### config.mk
export PLATFORM = sky130hd
export DESIGN_NAME = syn_fgyrus_pcm_fetch
export DESIGN_NICKNAME = d
export VERILOG_FILES = /design/src/rtl/syn_fgyrus_pkg.sv /design/src/rtl/syn_fgyrus_pcm_fifo.sv /design/src/rtl/syn_fgyrus_pcm_fetch.sv
export SDC_FILE = /design/constraint.sdc
export NUM_CORES = 1
export LEC_CHECK = 0
export ABC_AREA = 1
export BUFFER_PORTS_ARGS = -buffer_cell sky130_fd_sc_hd__buf_2
export CAP_MARGIN = 20
export CORE_MARGIN = 3
export CORE_UTILIZATION = 63
export DETAILED_ROUTE_END_ITERATION = 10
export GPL_TIMING_DRIVEN = 0
export PLACE_DENSITY = 0.9
export REMOVE_ABC_BUFFERS = 1
export SYNTH_ARGS = -nofsm -noshare
export SYNTH_HDL_FRONTEND = slang
export SYNTH_SLANG_ARGS = --single-unit
### constraint.sdc
create_clock -name clk_ir -period 6.7 [get_ports clk_ir]
set_clock_uncertainty 0.1 [all_clocks]
set_input_delay 0.67 -clock clk_ir [delete_from_list [all_inputs] [get_ports clk_ir]]
set_output_delay 0.67 -clock clk_ir [all_outputs]
set_load 0.02 [all_outputs]
### src/rtl/syn_fgyrus_pkg.sv
// Shared types and constants for the fgyrus PCM fetch stage.
// Sample pair layout, frame length and fetch FSM encoding.
package syn_fgyrus_pkg;

  localparam int PCM_DATA_W    = 32;
  localparam int PCM_ADDR_W    = 7;
  localparam int PCM_IDX_W     = 6;
  localparam int PCM_FRAME_LEN = 64;

  typedef enum logic [1:0] {
    IDLE,
    FETCH,
    DRAIN
  } pcm_fetch_st_t;

  typedef struct packed {
    logic [PCM_DATA_W-1:0] lchnnl;
    logic [PCM_DATA_W-1:0] rchnnl;
    logic [PCM_IDX_W-1:0]  idx;
  } pcm_smpl_t;

  // Average of L and R, floor-rounded, no intermediate overflow.
  function automatic logic [PCM_DATA_W-1:0] pcm_mono(
    input logic [PCM_DATA_W-1:0] l,
    input logic [PCM_DATA_W-1:0] r
  );
    logic [PCM_DATA_W:0] sum;
    sum = {l[PCM_DATA_W-1], l} + {r[PCM_DATA_W-1], r};
    return sum[PCM_DATA_W:1];
  endfunction

endpackage

### src/rtl/syn_fgyrus_pcm_fifo.sv
// Small synchronous FIFO of PCM sample pairs with occupancy count.
// The head entry is presented combinationally from storage.
module syn_fgyrus_pcm_fifo
  import syn_fgyrus_pkg::*;
#(
  parameter int DEPTH = 4,
  parameter int CW    = $clog2(DEPTH + 1)
) (
  input  logic          clk_ir,
  input  logic          rst_ih,
  input  logic          push_i,
  input  pcm_smpl_t     wdata_i,
  input  logic          pop_i,
  output pcm_smpl_t     rdata_o,
  output logic          empty_o,
  output logic [CW-1:0] count_o
);

  localparam int AW = (DEPTH > 1) ? $clog2(DEPTH) : 1;

  pcm_smpl_t     mem_q [DEPTH];
  logic [AW-1:0] wr_q;
  logic [AW-1:0] rd_q;
  logic [CW-1:0] cnt_q;
  logic          full;
  logic          push_ok;
  logic          pop_ok;

  function automatic logic [AW-1:0] nxt(input logic [AW-1:0] p);
    return (p == AW'(DEPTH - 1)) ? '0 : p + AW'(1);
  endfunction

  assign empty_o = (cnt_q == '0);
  assign full    = (cnt_q == CW'(DEPTH));
  assign push_ok = push_i && !full;
  assign pop_ok  = pop_i && !empty_o;
  assign rdata_o = mem_q[rd_q];
  assign count_o = cnt_q;

  always_ff @(posedge clk_ir) begin
    if (rst_ih) begin
      wr_q  <= '0;
      rd_q  <= '0;
      cnt_q <= '0;
      for (int i = 0; i < DEPTH; i++) mem_q[i] <= '0;
    end else begin
      if (push_ok) begin
        mem_q[wr_q] <= wdata_i;
        wr_q        <= nxt(wr_q);
      end
      if (pop_ok) rd_q <= nxt(rd_q);
      cnt_q <= cnt_q + CW'(push_ok) - CW'(pop_ok);
    end
  end

endmodule

### src/rtl/syn_fgyrus_pcm_fetch.sv
// fgyrus PCM fetch: streams 64-sample stereo frames from acortex buffers.
// Optional SYN_FGYRUS_PCM_FETCH_MONO_EN adds the smpl_mono output.
module syn_fgyrus_pcm_fetch
  import syn_fgyrus_pkg::*;
#(
  parameter int PCM_MEM_DATA_W = PCM_DATA_W,
  parameter int PCM_MEM_ADDR_W = PCM_ADDR_W,
  parameter int MEM_RD_DELAY   = 2,
  parameter int FIFO_DEPTH     = 4
) (
  input  logic                      clk_ir,
  input  logic                      rst_ih,
  input  logic [1:0]                pcm_data_rdy_oh,
  output logic [PCM_MEM_ADDR_W-1:0] mem_addr,
  output logic                      mem_rden,
  input  logic [PCM_MEM_DATA_W-1:0] lchnnl_rdata,
  input  logic [PCM_MEM_DATA_W-1:0] rchnnl_rdata,
  input  logic                      mem_rd_valid,
  output logic                      smpl_valid,
  input  logic                      smpl_ready,
  output logic [PCM_MEM_DATA_W-1:0] smpl_lchnnl,
  output logic [PCM_MEM_DATA_W-1:0] smpl_rchnnl,
  output logic [PCM_IDX_W-1:0]      smpl_idx,
  output logic                      smpl_sof,
  output logic                      smpl_eof,
  output logic [7:0]                overrun_cnt,
`ifdef SYN_FGYRUS_PCM_FETCH_MONO_EN
  output logic [PCM_MEM_DATA_W-1:0] smpl_mono,
`endif
  output logic                      busy
);

  localparam int CW = $clog2(FIFO_DEPTH + 1);
  localparam logic [PCM_IDX_W-1:0] LAST = PCM_IDX_W'(PCM_FRAME_LEN - 1);

  if (FIFO_DEPTH < MEM_RD_DELAY + 2 || MEM_RD_DELAY < 1 || MEM_RD_DELAY > 2)
  begin : g_bad_cfg
    $error("syn_fgyrus_pcm_fetch: bad MEM_RD_DELAY/FIFO_DEPTH");
  end

  pcm_fetch_st_t        st_q;
  logic                 half_q;
  logic [PCM_IDX_W-1:0] rd_cnt_q;
  logic [PCM_IDX_W-1:0] ret_idx_q;
  logic [CW-1:0]        out_q;
  logic [1:0]           pend_q;
  logic [1:0]           pend_d;
  logic [7:0]           ovr_q;
  logic [7:0]           ovr_d;
  logic [8:0]           ovr_sum;
  logic [1:0]           hit;

  logic          rd_ok;
  logic          rv_ok;
  logic          pop;
  logic          last_pop;
  logic          sel_go;
  logic          sel_half;
  logic          empty;
  logic [CW-1:0] occ;
  pcm_smpl_t     head;
  pcm_smpl_t     wdata;

  // Credit covers both buffered beats and reads still in flight.
  assign rd_ok = (st_q == FETCH) &&
                 ((CW + 1)'(occ) + (CW + 1)'(out_q) < (CW + 1)'(FIFO_DEPTH));
  assign rv_ok    = mem_rd_valid && (out_q != '0);
  assign pop      = smpl_valid && smpl_ready;
  assign last_pop = pop && (head.idx == LAST);
  assign sel_half = ~pend_q[0];
  assign sel_go   = (pend_q != 2'b00) &&
                    ((st_q == IDLE) || ((st_q == DRAIN) && last_pop));

  assign hit[0] = pcm_data_rdy_oh[0] & (pend_q[0] | (busy & ~half_q));
  assign hit[1] = pcm_data_rdy_oh[1] & (pend_q[1] | (busy &  half_q));
  assign ovr_sum = {1'b0, ovr_q} + {8'd0, hit[0]} + {8'd0, hit[1]};
  assign ovr_d   = ovr_sum[8] ? 8'hFF : ovr_sum[7:0];

  always_comb begin
    pend_d = pend_q;
    if (sel_go) pend_d[sel_half] = 1'b0;
    pend_d = pend_d | pcm_data_rdy_oh;
  end

  always_ff @(posedge clk_ir) begin
    if (rst_ih) begin
      st_q      <= IDLE;
      half_q    <= 1'b0;
      rd_cnt_q  <= '0;
      ret_idx_q <= '0;
      out_q     <= '0;
      pend_q    <= 2'b00;
      ovr_q     <= 8'd0;
    end else begin
      pend_q <= pend_d;
      ovr_q  <= ovr_d;
      out_q  <= out_q + CW'(rd_ok) - CW'(rv_ok);
      if (rv_ok) ret_idx_q <= ret_idx_q + PCM_IDX_W'(1);
      if (rd_ok) rd_cnt_q <= rd_cnt_q + PCM_IDX_W'(1);
      unique case (st_q)
        IDLE: begin
          if (sel_go) begin
            st_q   <= FETCH;
            half_q <= sel_half;
          end
        end
        FETCH: begin
          if (rd_ok && rd_cnt_q == LAST) st_q <= DRAIN;
        end
        DRAIN: begin
          // A queued half chains straight on so busy stays high.
          if (last_pop) st_q <= sel_go ? FETCH : IDLE;
          if (sel_go) half_q <= sel_half;
        end
        default: st_q <= IDLE;
      endcase
    end
  end

  assign wdata = '{lchnnl: lchnnl_rdata,
                   rchnnl: rchnnl_rdata,
                   idx:    ret_idx_q};

  syn_fgyrus_pcm_fifo #(
    .DEPTH (FIFO_DEPTH),
    .CW    (CW)
  ) u_fifo (
    .clk_ir  (clk_ir),
    .rst_ih  (rst_ih),
    .push_i  (rv_ok),
    .wdata_i (wdata),
    .pop_i   (pop),
    .rdata_o (head),
    .empty_o (empty),
    .count_o (occ)
  );

  assign mem_addr    = PCM_MEM_ADDR_W'({half_q, rd_cnt_q});
  assign mem_rden    = rd_ok;
  assign busy        = (st_q != IDLE);
  assign overrun_cnt = ovr_q;
  assign smpl_valid  = ~empty;
  assign smpl_lchnnl = head.lchnnl;
  assign smpl_rchnnl = head.rchnnl;
  assign smpl_idx    = head.idx;
  assign smpl_sof    = smpl_valid && (head.idx == '0);
  assign smpl_eof    = smpl_valid && (head.idx == LAST);

`ifdef SYN_FGYRUS_PCM_FETCH_MONO_EN
  assign smpl_mono = pcm_mono(head.lchnnl, head.rchnnl);
`endif

endmodule
==> results of run 1 <==
-- per-layer routing --
metal	wire length [um]	track usage (%)	part of all wire (%)	vias to the layer above
li1	-	-	-	4680
met1	11800	33.9	37	4810
met2	16600	47.7	52	558
met3	2900	3.68	9.1	77
met4	770	9.63	2.4	0
met5	0	0	0	-
-- final timing paths --
kind	from	end	slack [ns]	cells after the start
max	flip-flop	smpl_eof	2.66	11
min	pcm_data_rdy_oh[1]	pend_q[1]	0.29	3
max reg2reg	out_q[1]	u_fifo.mem_q[0][15]	3.21	9
min reg2reg	pend_q[1]	pend_q[1]	0.37	2
-- logic make-up after synthesis --
kind of cell | count (synthesis)
buffers and inverters | 206
XOR/XNOR | 6
flip-flops | 317
adder cells (fa/ha/maj) | 14
AND/OR/NAND/NOR | 537
AO/OA/AOI/OAI | 236
-- critical path, cell delays in order (launching register included) --
cell	delay [ns]
dfxtp_4	0.74
buf_16	0.37
inv_4	0.26
buf_16	0.32
nand2_1	0.14
nand3_1	0.12
nand2_1	0.15
nand2_1	0.07
nor2_2	0.14
nand2_1	0.07
nor2_1	0.11
buf_2	0.18
-- flip-flops by register name, indices dropped and copies added, names as in the netlist, named ones only --
signal	count
u_fifo.count_o	3
half_q	1
u_fifo.mem_q	280
overrun_cnt	8
st_q	2
pend_q	2
out_q	3
u_fifo.rd_q	2
ret_idx_q	6
u_fifo.wr_q	2
rd_cnt_q	6
-- power breakdown --
group | internal [W] | switching, W
clock network | 0.000987 | 0.000686
logic | 0.000574 | 0.00133
registers | 0.00241 | 0.000173
total | 0.00397 | 0.00219
-- per-stage QoR --
step | setup WS, ns | hold WS (ns) | total power [W]
floorplan | 0.996 | 0.333 | 0.00377
global placement | -1.76 | 0.350 | 0.00442
detailed placement | 3.04 | 0.362 | 0.00450
CTS | 2.69 | 0.269 | 0.00616
global route | 2.48 | 0.291 | 0.00644
finish | 2.66 | 0.286 | 0.00616
-- cell type report --
cell class              instances  area, um^2  area share (%)
flip-flops and latches        317        9160            58.2
clock buffers                  50         937            5.95
inverters                     128         488            3.10
well taps                     275         344            2.19
repair buffers                169        1050            6.66
multi-input cells             793        3710            23.6
clock inverters                 7        60.1           0.382
-- placed cells by master (no fill, tap or decap), types with 4 or more instances in the layout --
| master | Yosys | final |
|---|---|---|
| nor2_1 | 428 | 428 |
| edfxtp_1 | 280 | 280 |
| buf_2 | 26 | 159 |
| o21ai_0 | 141 | 141 |
| inv_1 | 124 | 123 |
| o22ai_1 | 64 | 64 |
| nand2_1 | 63 | 60 |
| dfxtp_1 | 37 | 35 |
| clkbuf_16 | 0 | 31 |
| nand3_1 | 25 | 24 |
| a21oi_1 | 21 | 21 |
| ha_1 | 11 | 11 |
| clkbuf_1 | 41 | 10 |
| clkbuf_8 | 0 | 9 |
| nor3_1 | 7 | 7 |
| buf_16 | 0 | 7 |
| nand2_4 | 0 | 5 |
| xor2_1 | 4 | 4 |
==> flow_metrics.env, run 1 <==
export IMPL_dp_cells=1682
export IMPL_drc=0
export IMPL_crit_type="reg2out"
export IMPL_io_buffers=159
export IMPL_synth_area_leaders="edfxtp_1 62%, nor2_1 12%, dfxtp_1 5.4%, o21ai_0 5.2%, inv_1 3.4%"
export IMPL_drive_above_1_share_pct=16.1
export IMPL_crit_fanout=94
export IMPL_cts_sinks=317
export IMPL_crit_arrival_ns=3.27
export IMPL_avgSynthCellArea_um2=10.4
export IMPL_final_period_utilization_pct=60.3
export IMPL_root_buffer="clkbuf_16"
export IMPL_postCtsSetupBuffers=0
export IMPL_min_period_ns=4.04
export IMPL_drt_iter0_markers=1297
export IMPL_yosys_area_share_simple_pct=15.5
export IMPL_maxCapViolCount=0
export IMPL_power_density_nw_per_um2=392
export IMPL_synth_top_family_by_area="simple AND/OR/NAND/NOR gates"
export IMPL_netlist_top_cells_count="428 x nor2_1, 280 x edfxtp_1, 141 x o21ai_0"
export IMPL_synth_cells=1316
export IMPL_final_cells=1739
export IMPL_grt_pass1_vias=10460
export IMPL_wl_um=32000
export IMPL_diodes=0
export IMPL_numCtsBuffers=31
export IMPL_muxShareOfSynthArea_pct=0
export IMPL_worstPathRequired_ns=5.93
export IMPL_die_area_um2=23500
export IMPL_cts_resized_gates=0
export IMPL_synth_flop_cell="edfxtp_1"
export IMPL_vdd_drop_max_v=0.000212
export IMPL_synth_xor_area_share_pct=0.385
export IMPL_worst_slew_pin_slew_ns=0.950
export IMPL_hp_class="in2reg"
export IMPL_routedWlPerCell_um=18.4
export IMPL_yosysSeqAreaShare_pct=67.0
export IMPL_rows=53
export IMPL_start_kind="flip-flop"
export IMPL_async_reset_ff_share_pct=0
export IMPL_grt_overflow_total=0
export IMPL_synth_seq_cells=317
export IMPL_clk_latency_ns=0.54
export IMPL_ant_nets=0
export IMPL_synth_compound_area_share_pct=9.53
export IMPL_crit_path_end_kind="primary output"
export IMPL_area_growth_pct=15.3
export IMPL_rsz0062_at_grt="false"
export IMPL_dr_pass1_iters=9
export IMPL_cellLeakagePower_nw=6.66
export IMPL_slew_violations=0
export IMPL_yosysTopAreaCellShare_pct=61.6
export IMPL_fmax_ghz=0.248
export IMPL_h_tree_depth=1
export IMPL_io_pins=160
export IMPL_final_nets=1524
export IMPL_final_area_um2=15700
export IMPL_synth_area_um2=13700
export IMPL_dp_hpwl_um=17600
export IMPL_synth_fa_ha_area_share_pct=1.45
export IMPL_die_w_um=153
export IMPL_gp_congestion=0.826
export IMPL_cts_tree="built"
export IMPL_status="completed"
export IMPL_die_h_um=153
export IMPL_grt_pass1_wl_um=50800
export IMPL_yosysMostFrequentCell="nor2_1"
export IMPL_avgViaCountPerCell=5.82
export IMPL_clk_pin_slew_ns=0.06
export IMPL_core_area_um2=21200
export IMPL_fill_cells=1276
export IMPL_relSlewSlack_pct=36.7
export IMPL_hold_violations=0
export IMPL_synthDistinctLibCells=38
export IMPL_ys_warn_count=0
export IMPL_placed_area_um2=14700
export IMPL_grt_antenna_before_repair=0
export IMPL_start_util_pct=64.5
export IMPL_fin_tns_setup_ns=0
export IMPL_fin_util_pct=74.4
export IMPL_grt_usage_pct=26.8
export IMPL_yosys_area_top_type="edfxtp_1"
export IMPL_grt_max_degree=95
export IMPL_vias=10125
export IMPL_hold_buffers=0
export IMPL_setup_violations=0
export IMPL_synth_edf_count=280
export IMPL_cts_path_max_buffers=3
Note: power is estimated with default switching activity, not from simulation.
==> inputs of run 2 (changes only) <==
CORE_UTILIZATION = 53   (was 63)
PLACE_DENSITY = 0.81   (was 0.9)
clock period = 3.4 ns   (was 6.7 ns; I/O delays follow)
==> run 2 against run 1 <==
Compared with the run above:
- routed wire length up 2.8%
- worst hold slack worse by 0.24 ns
- non-clock buffer count up 7
- sequential power up 93%
- highest routed layer is now met5
==> flow_metrics.env, run 2 (synthesis gave the netlist of run 1 again) <==
export IMPL_status="completed"
export IMPL_relSlewSlack_pct=50.0
export IMPL_die_area_um2=27700
export IMPL_cts_path_max_buffers=3
export IMPL_crit_arrival_ns=2.75
export IMPL_largest_reg_flops=280
export IMPL_clk_pin_slew_ns=0.06
export IMPL_core_area_um2=25300
export IMPL_cts_tree="built"
export IMPL_start_util_pct=54.1
export IMPL_power_w=0.0128
export IMPL_vdd_drop_max_v=0.000401
export IMPL_worst_slew_pin_slew_ns=0.749
export IMPL_grt_pass1_wl_um=51700
export IMPL_crit_type="reg2out"
export IMPL_hold_end="ret_idx_q[0]"
export IMPL_rr_worst_depth=9
export IMPL_slew_violations=0
export IMPL_final_period_utilization_pct=93.9
export IMPL_power_density_nw_per_um2=793
export IMPL_min_period_ns=3.19
export IMPL_fill_cells=1948
export IMPL_holdPathStages=3
export IMPL_grt_max_degree=86
export IMPL_dp_cells=1738
export IMPL_worstPathRequired_ns=2.96
export IMPL_drc=0
export IMPL_cts_sinks=317
export IMPL_grt_antenna_before_repair=2
export IMPL_grt_usage_pct=23.1
export IMPL_hold_violations=0
export IMPL_gp_congestion=0.764
export IMPL_diodes=0
export IMPL_maxCapViolCount=0
export IMPL_setup_violations=0
export IMPL_root_buffer="clkbuf_16"
export IMPL_grt_pass1_vias=10258
export IMPL_final_cells=1806
export IMPL_avgViaCountPerCell=5.60
export IMPL_dr_pass1_iters=5
export IMPL_start_kind="flip-flop"
export IMPL_numCtsBuffers=35
export IMPL_hold_start="mem_rd_valid"
export IMPL_io_buffers=159
export IMPL_io_pins=160
export IMPL_fmax_ghz=0.313
export IMPL_clk_latency_ns=0.49
export IMPL_routedWlPerCell_um=18.2
export IMPL_hp_class="in2reg"
export IMPL_final_common_cell="nor2_1"
export IMPL_wl_um=32900
export IMPL_rows=58
export IMPL_holdWs_ns=0.0445
export IMPL_crit_fanout=38
export IMPL_final_nets=1535
export IMPL_h_tree_depth=2
export IMPL_rrSetupSlack_ns=0.25
export IMPL_regMostFlops="u_fifo.mem_q"
export IMPL_dp_hpwl_um=17300
export IMPL_area_growth_pct=18.0
export IMPL_crit_path_end_kind="primary output"
export IMPL_regToRegEndpoint="u_fifo.mem_q[0][66]"
export IMPL_drt_iter0_markers=1145
export IMPL_die_w_um=167
export IMPL_drive_above_1_share_pct=16.9
export IMPL_grt_overflow_total=0
export IMPL_die_h_um=167
export IMPL_r2r_start="out_q[1]"
export IMPL_ant_nets=0
export IMPL_vias=10117
export IMPL_layout_common_cells="428 x nor2_1, 280 x edfxtp_1, 159 x buf_2, 141 x o21ai_0, 123 x inv_1"
export IMPL_cellLeakagePower_nw=6.80
export IMPL_rsz0062_at_grt="false"
[run 2: how the worst max path moves through the flow]
stage | endpoint | slack (ns) | cells after the start
2_1_floorplan | smpl_sof | -1.97 | 6
4_1_cts | smpl_eof | 0.10 | 11
3_3_place_gp | u_fifo.mem_q[2][39] | -5.16 | 6
3_5_place_dp | u_fifo.mem_q[0][41] | 0.24 | 9
5_1_grt | u_fifo.mem_q[0][48] | 0.01 | 9
6_report | smpl_sof | 0.21 | 8
[run 2: report_power, final]
| group | switching [W] | total (W) | internal, W |
|---|---|---|---|
| combinational | 0.00275 | 0.00396 | 0.00120 |
| sequential | 0.000258 | 0.00501 | 0.00475 |
| clock | 0.00148 | 0.00381 | 0.00233 |
| total | 0.00449 | 0.0128 | 0.00828 |
[run 2: worst max-delay path, stage by stage, from the launching register on]
cell	delay (ns)
dfxtp_4	0.66
inv_2	0.42
buf_12	0.32
nand3_1	0.10
nand2_1	0.14
nor2_1	0.12
nand4_1	0.10
nor4_1	0.16
buf_2	0.20
[run 2: cell type report]
cell class,count,area (um^2),area share (%)
multi-input cells,793,3710,23.0
clock buffers,46,970,6.02
inverters,128,493,3.06
clock inverters,16,200,1.24
well taps,330,413,2.56
repair buffers,176,1170,7.28
flip-flops and latches,317,9160,56.8
[run 2: through the flow]
stage / setup slack, ns / utilization (%) / setup TNS, ns / area (um^2)
6_report: 0.207 / 63.8 / 0 / 16100
5_1_grt: 0.0101 / 63.8 / 0 / 16100
4_1_cts: 0.102 / 63.7 / 0 / 16100
3_5_place_dp: 0.238 / 58.8 / 0 / 14800
3_3_place_gp: -5.16 / 57.4 / -1530.09 / 14500
2_1_floorplan: -1.97 / - / -356.69 / 13300
[run 2: layer usage]
layer  vias up  GRT usage (%)  share of wire (%)
met5         -              0              0.085
met4         4           7.78                1.9
met3        59           4.25                8.8
met2       518           38.9                 49
met1      4832           30.4                 40
li1       4704              -                  -
[run 2: timing repair]
action	CTS	global route
gates resized for setup	1	1
cloned	0	1
buffers inserted	3	0
endpoints found under the setup margin	2	2
endpoints found under the hold margin	2	0
pin swaps	0	0
hold buffers	2	0
